[config.mk]
export PLATFORM = sky130hd
export DESIGN_NAME = sram_access_arbiter
export DESIGN_NICKNAME = d
export VERILOG_FILES = /design/src/rtl/sram_arb_pkg.sv /design/src/rtl/sram_arb_rr_pick.sv /design/src/rtl/sram_access_arbiter.sv
export SDC_FILE = /design/constraint.sdc
export NUM_CORES = 1
export LEC_CHECK = 0
export BUFFER_PORTS_ARGS = -buffer_cell sky130_fd_sc_hd__buf_2
export CAP_MARGIN = 15
export CORE_AREA = 2 2 101 103
export CTS_BUF_LIST = sky130_fd_sc_hd__clkbuf_4
export DETAILED_ROUTE_END_ITERATION = 16
export DIE_AREA = 0 0 103 105
export PLACE_DENSITY_LB_ADDON = 0.15
export SYNTH_ARGS = -nofsm -noshare
export SYNTH_HDL_FRONTEND = slang
export SYNTH_SLANG_ARGS = --single-unit
[constraint.sdc]
create_clock -name CLK -period 1.8 [get_ports CLK]
set_clock_uncertainty 0.15 [all_clocks]
set_input_delay 0 -clock CLK [delete_from_list [all_inputs] [get_ports CLK]]
set_output_delay 0 -clock CLK [all_outputs]
set_load 0.005 [all_outputs]
[src/rtl/sram_arb_pkg.sv]
// rtl/sram_arb_pkg.sv - shared types and helpers for the SRAM access arbiter
package sram_arb_pkg;

   localparam int NUM_REQ = 2;

   typedef enum logic [1:0] {
      ARB_IDLE = 2'd0,
      ARB_OWN0 = 2'd1,
      ARB_OWN1 = 2'd2
   } arb_state_t;

   // Width of a counter that has to hold every value from 0 to max_lock.
   function automatic int lock_cnt_width(input int max_lock);
      return $clog2(max_lock + 1);
   endfunction

endpackage

[src/rtl/sram_arb_rr_pick.sv]
// rtl/sram_arb_rr_pick.sv - two-way round-robin pick with forced-owner override
module sram_arb_rr_pick
   import sram_arb_pkg::*;
(
   input  logic [NUM_REQ-1:0] req,
   input  logic               last_owner,
   input  logic               force_en,
   input  logic               force_owner,
   output logic [NUM_REQ-1:0] gnt
);

   // A forced owner wins only if it is requesting; otherwise a tie goes to the requester that did not win last.
   always_comb begin
      gnt = '0;
      if (force_en) begin
         if (req[force_owner]) begin
            gnt[force_owner] = 1'b1;
         end
      end else if (&req) begin
         gnt[~last_owner] = 1'b1;
      end else begin
         gnt = req;
      end
   end

endmodule

[src/rtl/sram_access_arbiter.sv]
// rtl/sram_access_arbiter.sv - round-robin arbiter sharing one single-port SRAM between two requesters
module sram_access_arbiter
   import sram_arb_pkg::*;
#(
   parameter int AW       = 16,
   parameter int MAX_LOCK = 8
)
(
   input  logic          CLK,
   input  logic          RESETn,
   input  logic          M0_REQ,
   input  logic          M0_LOCK,
   input  logic [AW-1:0] M0_ADDR,
   input  logic [31:0]   M0_WDATA,
   input  logic [3:0]    M0_WREN,
   output logic          M0_GNT,
   output logic          M0_RVALID,
   output logic [31:0]   M0_RDATA,
   input  logic          M1_REQ,
   input  logic          M1_LOCK,
   input  logic [AW-1:0] M1_ADDR,
   input  logic [31:0]   M1_WDATA,
   input  logic [3:0]    M1_WREN,
   output logic          M1_GNT,
   output logic          M1_RVALID,
   output logic [31:0]   M1_RDATA,
   output logic [AW-1:0] SRAM_ADDR,
   output logic [31:0]   SRAM_WDATA,
   output logic [3:0]    SRAM_WREN,
   output logic          SRAM_CS,
   input  logic [31:0]   SRAM_RDATA
);

   localparam int             LCW      = lock_cnt_width(MAX_LOCK);
   localparam logic [LCW-1:0] LOCK_MAX = LCW'(MAX_LOCK);

   arb_state_t         state;
   arb_state_t         state_nxt;
   logic               last_owner;
   logic               last_owner_nxt;
   logic [LCW-1:0]     lock_cnt;
   logic [LCW-1:0]     lock_cnt_nxt;
   logic               rd_pend;
   logic               rd_owner;

   logic [NUM_REQ-1:0] req;
   logic [NUM_REQ-1:0] pick_gnt;
   logic [NUM_REQ-1:0] gnt;
   logic               own_valid;
   logic               own_id;
   logic               own_req;
   logic               oth_req;
   logic               force_en;
   logic               force_owner;
   logic               pick_last;
   logic               forced_release;
   logic               gnt_any;
   logic               gnt_id;
   logic               gnt_lock;
   logic               rd_issue;

   assign req       = {M1_REQ, M0_REQ};
   assign own_valid = (state != ARB_IDLE);
   assign own_id    = (state == ARB_OWN1);
   assign own_req   = req[own_id];
   assign oth_req   = req[~own_id];

   // Steer the picker: a requesting lock owner is forced, unless the other side has waited out the lock budget.
   always_comb begin
      force_en       = 1'b0;
      force_owner    = own_id;
      pick_last      = last_owner;
      forced_release = 1'b0;
      if (own_valid) begin
         if (own_req) begin
            force_en = 1'b1;
            if (oth_req && (lock_cnt == LOCK_MAX)) begin
               force_owner    = ~own_id;
               forced_release = 1'b1;
            end
         end else begin
            pick_last = own_id;
         end
      end
   end

   sram_arb_rr_pick u_pick (
      .req         (req),
      .last_owner  (pick_last),
      .force_en    (force_en),
      .force_owner (force_owner),
      .gnt         (pick_gnt)
   );

   // No grant may be seen while reset is held.
   assign gnt      = pick_gnt & {NUM_REQ{RESETn}};
   assign M0_GNT   = gnt[0];
   assign M1_GNT   = gnt[1];
   assign gnt_any  = |gnt;
   assign gnt_id   = gnt[1];
   assign gnt_lock = gnt_id ? M1_LOCK : M0_LOCK;

   assign SRAM_ADDR  = gnt[1] ? M1_ADDR  : M0_ADDR;
   assign SRAM_WDATA = gnt[1] ? M1_WDATA : M0_WDATA;
   assign SRAM_WREN  = gnt[1] ? M1_WREN  : (gnt[0] ? M0_WREN : 4'h0);
   assign SRAM_CS    = gnt_any;
   assign rd_issue   = gnt_any && (SRAM_WREN == 4'h0);

   // Next ownership: a locked grant opens or extends ownership; contested cycles count towards the budget.
   always_comb begin
      state_nxt      = ARB_IDLE;
      lock_cnt_nxt   = '0;
      last_owner_nxt = gnt_any ? gnt_id : last_owner;
      if (gnt_any && !forced_release && gnt_lock) begin
         if (own_valid && (gnt_id == own_id)) begin
            state_nxt    = state;
            lock_cnt_nxt = (oth_req && (lock_cnt != LOCK_MAX)) ? lock_cnt + LCW'(1) : lock_cnt;
         end else begin
            state_nxt    = gnt_id ? ARB_OWN1 : ARB_OWN0;
            lock_cnt_nxt = LCW'(1);
         end
      end
   end

   // Arbitration state registers.
   always_ff @(posedge CLK or negedge RESETn) begin
      if (!RESETn) begin
         state      <= ARB_IDLE;
         last_owner <= 1'b1;
         lock_cnt   <= '0;
      end else begin
         state      <= state_nxt;
         last_owner <= last_owner_nxt;
         lock_cnt   <= lock_cnt_nxt;
      end
   end

   // Remember who issued a read so the registered SRAM data goes back to that requester next cycle.
   always_ff @(posedge CLK or negedge RESETn) begin
      if (!RESETn) begin
         rd_pend  <= 1'b0;
         rd_owner <= 1'b0;
      end else begin
         rd_pend <= rd_issue;
         if (rd_issue) begin
            rd_owner <= gnt_id;
         end
      end
   end

   assign M0_RVALID = rd_pend & ~rd_owner;
   assign M1_RVALID = rd_pend &  rd_owner;
   assign M0_RDATA  = M0_RVALID ? SRAM_RDATA : 32'h0;
   assign M1_RDATA  = M1_RVALID ? SRAM_RDATA : 32'h0;

endmodule

Word level (Yosys, flattened, before mapping)
Cells that the tools add are included.

Flip-flop bits (word level): 9. Input port bits: 142. Output and inout bits: 121.

Add/subtract/negate cells: 1. Magnitude comparators: 6. Equal/unequal tests: 6. Mux-type cells: 36. Bitwise operators: 6. Reductions and logical operators: 13.

Operators by type and width (number): two-way mux 32 bit (3); two-way mux 4 bit (5); two-way mux 1 bit (19); two-way mux 16 bit (1); two-way mux 2 bit (6); logical AND 1 bit (8); less-than comparator 1 x 2 -> 1 bit (second input constant) (4); adder 4 x 1 -> 4 bit (second input constant) (1); == test 4 bit (second input constant) (1); zero test 4 bit (1); != test 4 bit (second input constant) (1); != test 3 x 2 -> 1 bit (second input constant) (1); NOT 1 bit (3); AND 1 bit (2); AND 2 bit (1); demux 1 bit (select 1 bit) (2); == test 2 bit (second input constant) (1); >= comparator 1 bit (second input constant) (2); != test 2 bit (second input constant) (1); AND reduction 2 bit (1); nonzero test 2 bit (1); OR reduction 2 bit (1); == test 1 bit (1); zero test 1 bit (1).

Logic depth before layout (Yosys ltp)
Gate-level depths: netlist (run 1).

Depth after elaboration: 19. Depth in mapped cells: 8.

Modules after synthesis
A second synthesis (run 1) with hierarchy kept.

Cells, all modules: 203. Area, all modules: 1645.3 um^2.

By module, submodules not included: sram_access_arbiter (instances 1, cells an instance 197, area an instance 1609.0 um^2, sequential area each 226.5 um^2); sram_arb_rr_pick (instances 1, cells an instance 6, area an instance 36.3 um^2, sequential area each 0.0 um^2).

Worst setup path after synthesis (run 1)
Ideal clock, no wire load.

Kind: register to output. Start: register lock_cnt[0]. End: output port SRAM_ADDR[10]. Arrival: 1.843 ns. Data required time: 1.650 ns. Setup slack: -0.193 ns. Cell stages (with the launch flop): 8. Path buffers: 1. Cells stage by stage: dfrtp_1 > inv_1 > ha_1 > nand4b_2 > mux2_4 > a21oi_4 > buf_6 > mux2_2.

Longest elaborated chain between the ends: 13.

Ends and longest elaborated chain: from (decl) (RTL line sram_access_arbiter.sv:41) `logic [LCW-1:0] lock_cnt;`; from (signal assigned) (RTL line sram_access_arbiter.sv:134) `lock_cnt <= lock_cnt_nxt;`; == test 4 bit (*) (RTL line sram_access_arbiter.sv:77) `if (oth_req && (lock_cnt == LOCK_MAX)) begin`; logical AND 1 bit (*) (RTL line sram_access_arbiter.sv:77); two-way mux 1 bit (*) (RTL line sram_access_arbiter.sv:77); two-way mux 1 bit (*) (RTL line sram_access_arbiter.sv:75) `if (own_req) begin`; two-way mux 1 bit (*) (RTL line sram_access_arbiter.sv:74) `if (own_valid) begin`; less-than comparator 1 x 2 -> 1 bit (not written as such) / >= comparator 1 bit (equally long branches) (RTL line sram_arb_rr_pick.sv:17) `gnt[force_owner] = 1'b1;`; logical AND 1 bit (not written as such) (RTL line sram_arb_rr_pick.sv:17); two-way mux 1 bit (not written as such) (RTL line sram_arb_rr_pick.sv:17); demux 1 bit (select 1 bit); two-way mux 2 bit (*) (RTL line sram_arb_rr_pick.sv:16) `if (req[force_owner]) begin`; two-way mux 2 bit (*) (RTL line sram_arb_rr_pick.sv:15) `if (force_en) begin`; AND 2 bit (*) (RTL line sram_access_arbiter.sv:96) `assign gnt = pick_gnt & {NUM_REQ{RESETn}};`; two-way mux 16 bit (*) (RTL line sram_access_arbiter.sv:103) `assign SRAM_ADDR = gnt[1] ? M1_ADDR : M0_ADDR;`; to (decl) (RTL line sram_access_arbiter.sv:27) `output logic [AW-1:0] SRAM_ADDR,`.

Mark *: on every way between the ends. The rest lies on a longest branch, timed or not. The select of a mux whose other input is x is not followed.

Worst setup path after layout (run 1)
Start: register lock_cnt[0]. End: output port SRAM_WDATA[2].

Longest elaborated chain between the ends: 13.

Ends and longest elaborated chain: == test 4 bit (*) (RTL line sram_access_arbiter.sv:77); logical AND 1 bit (*) (RTL line sram_access_arbiter.sv:77); two-way mux 1 bit (*) (RTL line sram_access_arbiter.sv:77); two-way mux 1 bit (*) (RTL line sram_access_arbiter.sv:75); two-way mux 1 bit (*) (RTL line sram_access_arbiter.sv:74); less-than comparator 1 x 2 -> 1 bit (not written as such) / >= comparator 1 bit (equally long branches) (RTL line sram_arb_rr_pick.sv:17); logical AND 1 bit (not written as such) (RTL line sram_arb_rr_pick.sv:17); two-way mux 1 bit (not written as such) (RTL line sram_arb_rr_pick.sv:17); demux 1 bit (select 1 bit); two-way mux 2 bit (*) (RTL line sram_arb_rr_pick.sv:16); two-way mux 2 bit (*) (RTL line sram_arb_rr_pick.sv:15); AND 2 bit (*) (RTL line sram_access_arbiter.sv:96); two-way mux 32 bit (*) (RTL line sram_access_arbiter.sv:104) `assign SRAM_WDATA = gnt[1] ? M1_WDATA : M0_WDATA;`; to (decl) (RTL line sram_access_arbiter.sv:28) `output logic [31:0] SRAM_WDATA,`.

Marks and branches as above.

==> flow_metrics.py, run 1 <==
metrics = {
    "synth": {
        "synth_ff_type": "dfrtp_1",
        "async_flop_share_pct": 100.0,
        "yosys-top-cells-count": "mux2_2 (49), and3_1 (34), and2_1 (33)",
        "synth.ff_latch_count": 9,
        "synth_area_leaders": "mux2_2 (32%), and3_1 (12%), and2_1 (12%)",
        "syn_area_per_cell_sq_um": 8.526,
        "synth-edff-count": 0,
        "seq_area_frac_synth_pct": 12.96,
        "syn_inst": 205,
        "synth_area_sq_um": 1748,
        "yosys.area.top_type": "mux2_2",
        "synth_nets": 349,
        "yosysTopAreaCellShare_pct": 31.57,
        "ys.warnings.count": 0,
        "synth_cell_types": 43,
        "synth.most_common_cell": "mux2_2",
    },
    "grt": {
        "grt_pass1_vias": 2512,
        "grt_max_degree": 34,
        "grt_first_pass_wirelength_um": 12470,
        "grt_use_total_pct": 14.03,
        "antenna_found_initial": 0,
        "grt-ovfl-total": 0,
    },
    "floorplanning": {
        "initial_core_util_pct": 18.13,
        "die_w_um": 103,
        "die_h_um": 105,
        "core_area_sq_um": 9639,
        "boundaryPins": 263,
        "rows": 36,
        "die_area_sq_um": 10820,
    },
    "cells_and_area": {
        "layout-drive-gt1-share_pct": 74.14,
        "fill_cells": 968,
        "area_delta_synth_final_pct": 138.7,
        "fin_cells": 628,
        "fin_nets": 640,
        "final_area_sq_um": 4172,
        "antenna_cells": 0,
    },
    "placed_design": {
        "preCtsSetupSlack_ns": -0.3266,
        "placed_cell_area_sq_um": 3427,
        "dp_hpwl_um": 6711,
        "placed_cells": 604,
        "numPortBuffers": 262,
        "routabilityCongestion": 0.8158,
    },
    "power": {
        "p_total_w": 0.001385,
        "power_leakage_nw": 2.478,
        "power_density_nw_per_um2": 332.1,
        "vdd_drop_max_mv": 0.3457,
    },
    "status": {
        "violations": "negative setup slack",
        "status": "complete, but fails checks",
    },
    "sta": {
        "tightest_slew_ns": 0.4338,
        "drv_slew": 0,
        "timing.final.ws_setup_ns": -0.5824,
        "tns_ns": -32.70,
        "slew_headroom_pct": 70.98,
        "finalSetupViolCount": 64,
        "max_freq_mhz": 419.7,
        "rsz0062_at_grt": "true",
        "final.min_clock_period_ns": 2.382,
        "finalHoldViolations": 0,
        "period_share_pct": 132.4,
    },
    "setup_path": {
        "reg2reg_depth": 11,
        "r2r_setup_slack_ns": -0.41,
        "path_max_fanout": 8,
        "arrival_ns": 2.23,
        "crit_required_ns": 1.65,
        "end_kind": "output pin",
        "crit_path_start_kind": "register",
        "r2r-start": "lock_cnt[0]",
        "crit_path_end": "SRAM_WDATA[2]",
        "reg2reg_to": "lock_cnt[0]",
        "worstSetupStartpoint": "lock_cnt[0]",
        "worstSetupPathType": "reg -> out",
    },
    "detailed_routing": {
        "drt_wl_total_um": 8895,
        "post_drt_wl_per_cell_um": 14.16,
        "drt_pass1_iterations": 4,
        "drc_errors": 0,
        "vias": 2646,
        "viasPerCell": 4.213,
        "drt_iter0_markers": 78,
        "ant_nets": 0,
    },
    "clock_tree": {
        "numCtsBuffers": 3,
        "insertion_delay_ns": 0.26,
        "path_clk_slew_ns": 0.07,
        "clock_path_buffers": 2,
        "cts_num_sinks": 9,
        "htree_levels": 1,
        "cts_tree": "built",
        "cts-root-buf": "clkbuf_4",
    },
    "min_path": {
        "hold_depth": 4,
        "hp-class": "in -> reg",
    },
    "flow_run": {
        "cap_viol_max_count": 0,
    },
}
==> stage by stage <==
stage / util (%) / hold slack, ns
floorplan: - / -0.4456
CTS: 41.30 / 0.1008
global route: 43.28 / 0.08496
detailed placement: 35.55 / -0.1873
finish: 43.28 / 0.07215
global placement: 35.55 / -0.1917
==> cell families (layout without fill, tap and decap cells) <==
family / after synthesis / in the layout / synth area share, %
multiplexers: 52 / 52 / 33.57
adder cells (fa/ha/maj): 2 / 2 / 1.431
flip-flops: 9 / 9 / 12.96
XOR/XNOR: 1 / 1 / 0.5012
AND/OR/NAND/NOR: 96 / 96 / 33.43
AO/OA/AOI/OAI: 25 / 25 / 11.24
buffers and inverters: 20 / 310 / 6.872
==> timing repair <==
item	in CTS	in global routing
setup endpoints to repair	63	64
gates cloned	2	2
hold buffers	8	0
pin swaps	3	8
resized for setup	64	25
endpoints found under the hold margin	12	0
setup buffers	6	6
==> layout by cell type, fill, tap and decap left out, types with 2 or more instances in the layout <==
cell type,n
a22o_1,5
nor4_1,2
nor2b_1,3
nand2_1,5
a21oi_1,2
inv_2,2
o21ai_0,3
mux2i_1,2
o21a_1,2
and3_1,34
buf_12,2
buf_6,52
clkbuf_4,4
dfrtp_1,8
mux2_2,3
clkbuf_16,2
a31o_2,2
nor2_1,5
buf_4,22
buf_16,3
mux2_4,47
dlygate4sd3_1,8
nand2b_1,2
and2_1,33
buf_2,214
==> sequential cells by signal, indices dropped and copies added, names as in the netlist <==
register / cells
last_owner: 1
lock_cnt: 4
rd_owner: 1
rd_pend: 1
state: 2
==> report_power, final <==
part | switching, W | internal [W] | total [W]
logic | 0.000360 | 0.000613 | 0.000972
clock network | 0.0000795 | 0.000101 | 0.000180
registers | 0.0000116 | 0.000221 | 0.000233
==> how the worst min path moves through the flow <==
stage	slack [ns]	startpoint	end
finish	0.07	M0_LOCK	lock_cnt[3]
global route	0.08	M0_LOCK	state[0]
CTS	0.10	RESETn	lock_cnt[0]
detailed placement	-0.19	RESETn	lock_cnt[0]
global placement	-0.19	RESETn	lock_cnt[0]
floorplan	-0.45	RESETn	lock_cnt[0]
==> per-layer routing <==
metal | up-vias | part of all wire [%] | GRT usage, %
met2 | 114 | 54 | 26.95
met4 | 0 | 1.2 | 2.632
met5 | - | 0 | 0
met3 | 8 | 6.4 | 2.609
met1 | 1201 | 38 | 15.69
li1 | 1323 | - | -
==> critical path, stage by stage, from the launching register on <==
cell and delay, ns:
dfrtp_1 0.38, inv_2 0.08, ha_4 0.15, nand4b_4 0.11
mux2_4 0.32, a21oi_4 0.15, buf_12 0.17, clkbuf_16 0.17
mux2_4 0.30, buf_6 0.12
==> final cells by class <==
type	count	area [sq um]	share of cell area, %
repair buffers	304	2090	50.09
multi-input cells	176	1652	39.59
inverters	2	7.507	0.1800
clock buffers	4	30.03	0.7199
well taps	133	166.4	3.989
flip-flops and latches	9	226.5	5.429
No activity file was read; power rests on OpenSTA's default activity.
==> run 2, diff against run 1 <==
--- a/constraint.sdc
+++ b/constraint.sdc
@@ -4,2 +4,2 @@
 set_output_delay 0 -clock CLK [all_outputs]
-set_load 0.005 [all_outputs]
+set_load 0.02 [all_outputs]
==> run 2 against run 1 <==
Effect of this change: the run still ends with negative setup slack left; register-to-register slack worse by 0.06 ns; design area up 3.9%; clock power is 7% lower; count of clock-buffer cells in the layout is the same; first-iteration DRC count up 7.7%; non-clock buffer count is 12 higher; sequential cell count unchanged; core utilization is 1.7 points higher; die area is the same; combinational power grew 21%; largest power group unchanged.
==> flow_metrics.py, run 2 (synthesis results as in run 1) <==
metrics = {
    "detailed_routing": {
        "drt_wl_total_um": 9403,
        "drc_errors": 0,
        "post_drt_wl_per_cell_um": 14.69,
        "viasPerCell": 4.333,
        "drt_iter0_markers": 84,
        "vias": 2773,
        "ant_nets": 0,
        "drt_pass1_iterations": 4,
    },
    "sta": {
        "finalSetupViolCount": 64,
        "tightest_slew_ns": 0.3376,
        "max_freq_mhz": 410.1,
        "timing.final.ws_setup_ns": -0.6383,
        "final.min_clock_period_ns": 2.438,
        "rsz0062_at_grt": "true",
        "period_share_pct": 135.5,
        "slew_headroom_pct": 77.28,
        "drv_slew": 0,
        "finalHoldViolations": 0,
        "tns_ns": -36.12,
    },
    "cells_and_area": {
        "top_register": "lock_cnt",
        "multi_input_area_sq_um": 1680,
        "layout_common_cells": "buf_2 (213), buf_6 (60), mux2_4 (49), and3_1 (34), and2_1 (33)",
        "regArea_sq_um": 226.5,
        "final_area_sq_um": 4335,
        "fin_nets": 652,
        "largest_register_ffs": 4,
        "utilization_pct": 44.98,
        "antenna_cells": 0,
        "top_regs": "lock_cnt (4), state (2)",
        "fin_cells": 640,
        "layout-drive-gt1-share_pct": 74.95,
        "fill_cells": 957,
        "final_common_cell": "buf_2",
        "area_delta_synth_final_pct": 148.0,
    },
    "floorplanning": {
        "die_area_sq_um": 10820,
        "die_w_um": 103,
        "die_h_um": 105,
        "initial_core_util_pct": 18.13,
        "boundaryPins": 263,
        "rows": 36,
        "core_area_sq_um": 9639,
    },
    "setup_path": {
        "crit_path_top_delay_cell": "dfrtp_1",
        "crit_path_end": "SRAM_ADDR[4]",
        "critical_path.top_delay_family": "multiplexers",
        "worstSetupPathType": "reg -> out",
        "crit_required_ns": 1.65,
        "r2r-start": "lock_cnt[0]",
        "reg2reg_to": "lock_cnt[1]",
        "path_cells": "inv_2, ha_4, nand4b_4, mux2_4, a21oi_4, buf_6, clkbuf_16, mux2_4, buf_6",
        "end_kind": "output pin",
        "worstSetupStartpoint": "lock_cnt[0]",
        "slowest_delay_ns": 0.39,
        "arrival_ns": 2.29,
        "crit_cells": 9,
        "crit_path_start_kind": "register",
        "path_max_fanout": 5,
        "r2r_setup_slack_ns": -0.47,
        "reg2reg_depth": 12,
        "critPathBufInv": 4,
    },
    "placed_design": {
        "dp_hpwl_um": 7049,
        "placed_cell_area_sq_um": 3546,
        "routabilityCongestion": 0.8346,
        "numPortBuffers": 262,
        "placed_cells": 608,
    },
    "grt": {
        "use_met3_pct": 1.605,
        "grt_pass1_vias": 2543,
        "antenna_found_initial": 0,
        "grt_max_degree": 35,
        "grt.met2_usage_pct": 27.92,
        "grt-ovfl-total": 0,
        "grt.met1_usage_pct": 15.50,
        "grt_first_pass_wirelength_um": 12400,
        "busiest_layer": "met2",
        "grt_use_total_pct": 14.09,
    },
    "clock_tree": {
        "insertion_delay_ns": 0.26,
        "numCtsBuffers": 3,
        "cts_tree": "built",
        "htree_levels": 1,
        "cts-root-buf": "clkbuf_4",
        "cts_num_sinks": 9,
        "path_clk_slew_ns": 0.06,
        "clock_path_buffers": 2,
    },
    "status": {
        "violations": "negative setup slack",
        "status": "complete, but fails checks",
    },
    "power": {
        "power_density_nw_per_um2": 364.8,
        "vdd_drop_max_mv": 0.2723,
        "p_total_w": 0.001582,
        "power_leakage_nw": 2.565,
    },
    "flow_run": {
        "cap_viol_max_count": 0,
    },
    "min_path": {
        "hp-class": "in -> reg",
    },
}
-- run 2: cell types whose count changed in the layout (fill, tap and decap cells not counted), moves of 2 or more --
cell,delta
a22o_4,+2
mux2_4,+2
mux2_2,-2
buf_4,+3
buf_6,+8
a22o_1,-2
-- run 2: worst min-delay path by stage --
stage,from,end,slack (ns),cells after the start
floorplan,RESETn,lock_cnt[0],-0.45,0
global placement,RESETn,lock_cnt[1],-0.18,2
detailed placement,RESETn,lock_cnt[1],-0.20,2
CTS,RESETn,lock_cnt[1],0.11,3
global route,M1_REQ,state[1],0.15,4
finish,M1_REQ,state[1],0.12,4
-- run 2: cell type report --
type | instances | share of cell area, %
Tap cell | 133 | 3.838
Sequential cell | 9 | 5.224
Multi-Input combinational cell | 176 | 38.76
Inverter | 2 | 0.1732
Timing Repair Buffer | 316 | 51.31
Clock buffer | 4 | 0.6926
-- run 2: per-stage QoR --
step | hold slack (ns) | setup WS, ns
2_1_floorplan | -0.4456 | -0.1467
3_3_place_gp | -0.1795 | -0.4157
3_5_place_dp | -0.1966 | -0.3530
4_1_cts | 0.1103 | -0.6215
5_1_grt | 0.1488 | -0.7328
6_report | 0.1209 | -0.6383
-- run 2: tightest hold or removal path, cell delays in order --
cell,delay (ns)
buf_2,0.14
and3_1,0.18
nand3b_1,0.09
a21oi_1,0.07
-- run 2: per-layer routing --
| metal | wire (um) | share of wire [%] | up-vias |
|---|---|---|---|
| li1 | - | - | 1350 |
| met1 | 3402 | 36 | 1306 |
| met2 | 5304 | 56 | 105 |
| met3 | 569 | 6.1 | 12 |
| met4 | 126 | 1.3 | 0 |
| met5 | 0 | 0 | - |
-- run 2: where the power goes --
| group | switching (W) | total, W | internal, W |
|---|---|---|---|
| logic | 0.000524 | 0.00118 | 0.000661 |
| registers | 0.00000778 | 0.000229 | 0.000221 |
| clock network | 0.0000678 | 0.000168 | 0.000100 |
-- run 2: timing repair --
action                                 4_1_cts  5_1_grt
gates cloned                                 2        3
pin swaps                                    1       10
gates resized for setup                     49       87
endpoints found under the hold margin       12        0
setup endpoints to repair                   64       64
buffers inserted                             8        8
hold buffers                                 9        0
